==> src/rtl/phy_rx_lanes.sv <==
// phy_rx_lanes: serial word aligner and lane deserializer.
// Define PHY_RX_IDLE_OUT_EN to drive idle_out as the registered "not locked" flag.
module phy_rx_lanes #(
   parameter int               WIDTH      = 8,
   parameter int               LANES      = 4,
   parameter logic [WIDTH-1:0] SYNC_WORD  = WIDTH'(8'hBC),
   parameter logic [WIDTH-1:0] IDLE_WORD  = WIDTH'(8'h7C),
   parameter int               SYNC_COUNT = 4
) (
   input  logic                   clk_32f,
   input  logic                   rst,
   input  logic                   data_in,
   output logic [LANES*WIDTH-1:0] out_data,
   output logic [LANES-1:0]       out_valid,
   output logic                   frame_strobe,
   output logic                   active,
   output logic                   idle_out
);
   localparam int BW = $clog2(WIDTH);
   localparam int SW = LANES > 1 ? $clog2(LANES) : 1;
   typedef enum logic [1:0] {SEARCH, SYNC, ACTIVE} state_t;
   state_t                 r_state;
   logic [WIDTH-1:0]       r_sr, w_word;
   logic [BW-1:0]          r_bit;
   logic [3:0]             r_sync;
   logic [SW-1:0]          r_slot;
   logic [LANES*WIDTH-1:0] r_stage, w_stage;
   logic [LANES-1:0]       r_stv, w_stv;
   logic                   w_bnd, w_fill, w_last;
   assign w_word = {r_sr[WIDTH-2:0], data_in};
   assign w_bnd  = r_bit == BW'(WIDTH-1);
   assign w_fill = r_state == ACTIVE && w_bnd && w_word != SYNC_WORD;
   assign w_last = r_slot == SW'(LANES-1);
   // staging with the word completing this cycle merged in, so a full frame loads in one edge
   always_comb begin
      w_stage = r_stage;
      w_stv   = r_stv;
      if (w_fill) begin
         w_stage[r_slot*WIDTH +: WIDTH] = w_word == IDLE_WORD ? '0 : w_word;
         w_stv[r_slot]                  = w_word != IDLE_WORD;
      end
   end
   always_ff @(posedge clk_32f) begin
      if (rst) begin
         r_state      <= SEARCH;
         r_sr         <= '0;
         r_bit        <= '0;
         r_sync       <= '0;
         r_slot       <= '0;
         r_stage      <= '0;
         r_stv        <= '0;
         out_data     <= '0;
         out_valid    <= '0;
         frame_strobe <= 1'b0;
         active       <= 1'b0;
      end else begin
         r_sr         <= w_word;
         r_bit        <= (r_state == SEARCH || w_bnd) ? '0 : r_bit + 1'b1;
         frame_strobe <= 1'b0;
         active       <= r_state == ACTIVE;
         case (r_state)
            SEARCH: if (w_word == SYNC_WORD) begin
               r_sync  <= 4'd1;
               r_state <= SYNC_COUNT == 1 ? ACTIVE : SYNC;
               r_slot  <= '0;
               r_stage <= '0;
               r_stv   <= '0;
            end
            SYNC: if (w_bnd) begin
               if (w_word == SYNC_WORD) begin
                  r_sync <= r_sync + 1'b1;
                  if (r_sync + 1'b1 == 4'(SYNC_COUNT)) r_state <= ACTIVE;
               end else begin
                  r_sync  <= '0;
                  r_state <= SEARCH;
               end
            end
            default: if (w_fill) begin
               r_stage <= w_stage;
               r_stv   <= w_stv;
               r_slot  <= w_last ? '0 : r_slot + 1'b1;
               if (w_last) begin
                  out_data     <= w_stage;
                  out_valid    <= w_stv;
                  frame_strobe <= 1'b1;
               end
            end
         endcase
      end
   end
`ifdef PHY_RX_IDLE_OUT_EN
   always_ff @(posedge clk_32f) idle_out <= rst || r_state != ACTIVE;
`else
   always_ff @(posedge clk_32f) idle_out <= rst;
`endif
endmodule

==> config.mk <==
export PLATFORM = sky130hd
export DESIGN_NAME = phy_rx_lanes
export DESIGN_NICKNAME = d
export VERILOG_FILES = /design/src/rtl/phy_rx_lanes.sv
export SDC_FILE = /design/constraint.sdc
export NUM_CORES = 1
export LEC_CHECK = 0
export BUFFER_PORTS_ARGS = -buffer_cell sky130_fd_sc_hd__buf_2
export CORE_AREA = 2 2 66 115
export CTS_CLUSTER_DIAMETER = 150
export DETAILED_ROUTE_END_ITERATION = 10
export DIE_AREA = 0 0 68 117
export HOLD_SLACK_MARGIN = 0.15
export PLACE_DENSITY_LB_ADDON = 0.25
export SYNTH_ARGS = -nofsm -noshare
export SYNTH_HDL_FRONTEND = slang
export SYNTH_SLANG_ARGS = --single-unit
==> constraint.sdc <==
create_clock -name clk_32f -period 2.55 [get_ports clk_32f]
set_input_delay 0 -clock clk_32f [delete_from_list [all_inputs] [get_ports clk_32f]]
set_output_delay 0 -clock clk_32f [all_outputs]
set_load 0.05 [all_outputs]
==> qor.yml <==
sequentialPowerShare_pct: 53.2
final-setup-viol-count: 0
endpoint_kind: "flip-flop"
yosysSeqAreaShare_pct: 48.9
critPathLaunchType: "flip-flop"
synth_compound_gate_area_share_pct: 27.3
hold_depth: 1
design.core.area_um2: 7080
dp.cells: 506
slew_headroom_pct: 34.8
max_cap_viol_count: 0
avgSynthCellArea_um2: 9.54
post_cts_buffers: 0
synthAdderAreaFrac_pct: 2.99
postRouteWirelength_mm: 9.33
dp_worst_setup_slack_ns: 0.345
rsz0062_at_grt: "false"
ir_drop_mv: 0.381
fillers: 635
synth_top_family_by_area: "compound AO/OA/AOI/OAI gates"
setup_slack_ns: 0.293
multi_input_area_um2: 1740
p_total_mw: 2.72
gp_congestion: 1.01
antenna_cells: 0
grt_pass1_wl_mm: 15.0
routedWlPerCell_um: 17.8
leakage_nw: 1.76
clock_path_buffers: 2
drc: 0
hold_viol_final: 0
crit_fanout: 16
skew_ns: 0.00448
synth.distinct_cells: 53
cts_tree: "done"
path_clk_slew_ns: 0.06
path_depth: 4
design.die.area_um2: 7960
ys_warn_count: 0
die-height_um: 117
ys_ff_latch: 92
seq_area_um2: 1840
fin_cells: 523
cts_made_buffers: 9
worst-path-buf-inv: 0
r2r_cells: 4
crit_type: "reg2reg"
grt_pass1_vias: 3080
power_frac_clock_pct: 44.9
hold_class: "reg2reg"
placed_cell_area_um2: 4030
syn_to_final_growth_pct: 14.6
vias: 3233
async_reset_ff_share_pct: 0
io_buffers: 41
setup_tns_ns: 0
io_pins: 42
path_delay_family: "simple AND/OR/NAND/NOR gates"
grt_antenna_before_repair: 0
fmax_mhz: 443
grt_use_total_pct: 25.1
netlist_instances: 395
cts_root_buf: "clkbuf_16"
rows: 41
clkSinkCount: 92
grt_max_degree: 27
crit_path_max_incr_delay_ns: 0.83
yosys-mux-area-fraction_pct: 0
power_frac_comb_pct: 1.9
p_int_mw: 2.16
drt_iter0_drc: 179
finalMaxSlewViolations: 0
fin_crit_sh_pct: 88.5
final_antenna_net_count: 0
status: "complete, no violations"
yosys.area_share.xor_xnor_pct: 0.232
synth_edf_count: 0
synthSimpleGateAreaFrac_pct: 15.7
p_switching_mw: 0.559
crit_chain: "nand4bb_4 > or4_1 > a32oi_1 > a21oi_1"
whs_ns: 0.431
grt_overflow: 0
drive_gt1_share_pct: 16.9
start_util_pct: 53.2
h-tree-depth: 3
slowest_stage: "or4_1"
p_sw_share_pct: 20.5
clk_latency_ns: 0.34
required_ns: 2.77
ys.flop_type: "dfxtp_1"
netlist_area_um2: 3770
p_per_area_nw_per_um2: 629
synth_fp_nets: 407
crit_arrival_ns: 2.47
die_x_um: 68
dr.pass1.iters: 4
via_per_inst: 6.18
post-dp-hpwl_mm: 6.47
design_area_um2: 4320
tightest_slew_ns: 0.974
fin_crit_ns: 2.26
final_util_pct: 61.0
finalNetCount: 445
==> sequential cells by signal, summed over array words and instances, names as in the netlist <==
signal / flops
r_slot: 2
active: 1
out_valid: 4
r_state: 2
r_stage: 32
r_bit: 3
idle_out: 1
r_sr: 7
frame_strobe: 1
r_sync: 4
r_stv: 3
out_data: 32
==> power groups by stage <==
stage	Combinational, mW	Clock (mW)	Sequential (mW)
2_1_floorplan	0.0294	0	1.48
3_3_place_gp	0.0475	0	1.48
3_5_place_dp	0.0483	0	1.48
4_1_cts	0.0509	1.24	1.45
5_1_grt	0.0539	1.29	1.45
6_report	0.0504	1.22	1.45
==> timing repair <==
item	in CTS	in global routing
setup endpoints to repair	0	0
gates resized for setup	0	0
hold buffers	2	0
endpoints found under the hold margin	14	0
==> worst paths after layout <==
path / start / end / slack (ns)
max: r_sr[1] / out_data[12] / 0.29
min: r_bit[0] / r_bit[0] / 0.43
max reg2reg: r_sr[1] / out_data[12] / 0.29
min reg2reg: r_bit[0] / r_bit[0] / 0.43
==> cell usage after synthesis (10+ instances only) <==
library cell	count	area, um^2
nand2_1	12	45.0
inv_1	14	52.6
a21oi_1	48	240
nor2_1	24	90.1
clkbuf_1	11	41.3
buf_2	10	50.1
nand3_1	19	95.1
o21ai_0	24	120
a22o_1	11	96.3
dfxtp_1	92	1840
a211oi_1	13	97.6
o2bb2ai_1	19	166
==> worst reg2reg max path, stage by stage, from the launching register on <==
cell and delay, ns:
dfxtp_1 0.59, nand4bb_4 0.31, or4_1 0.83, a32oi_1 0.31
a21oi_1 0.09
==> per-layer routing <==
metal  share of wire, %  global-route usage, %
met2                 50                   42.1
met3                4.6                   4.97
met4                4.8                   14.3
met1                 40                   29.1
met5                  0                      0
==> layout by cell type (no fill, tap or decap), types with 4 or more instances in the layout <==
cell type	n
a32oi_1	5
a22oi_1	9
buf_2	41
nor2b_1	8
ha_1	9
a211o_1	4
inv_1	14
nand3_1	19
nand2_1	12
dfxtp_1	92
nor3_1	8
a211oi_1	13
a21o_1	6
clkbuf_16	9
a21oi_1	48
nor2_1	24
o21ai_0	24
o2bb2ai_1	19
buf_4	10
a22o_1	11
==> cell families (layout without fill, tap and decap cells) <==
group / count (synthesis) / count (layout)
AO/OA/AOI/OAI: 153 / 153
XOR/XNOR: 1 / 1
adder cells (fa/ha/maj): 9 / 9
buffers and inverters: 41 / 83
flip-flops: 92 / 92
AND/OR/NAND/NOR: 99 / 99
==> final cells by class <==
cell class	instances	share of cell area (%)
inverter	15	1.30
clock inverter	2	0.232
multi-input combinational	262	40.4
tap	86	2.49
clock buffer	13	6.03
sequential	92	42.6
timing repair buffer	53	6.95
Note: power is estimated with default switching activity, not from simulation.
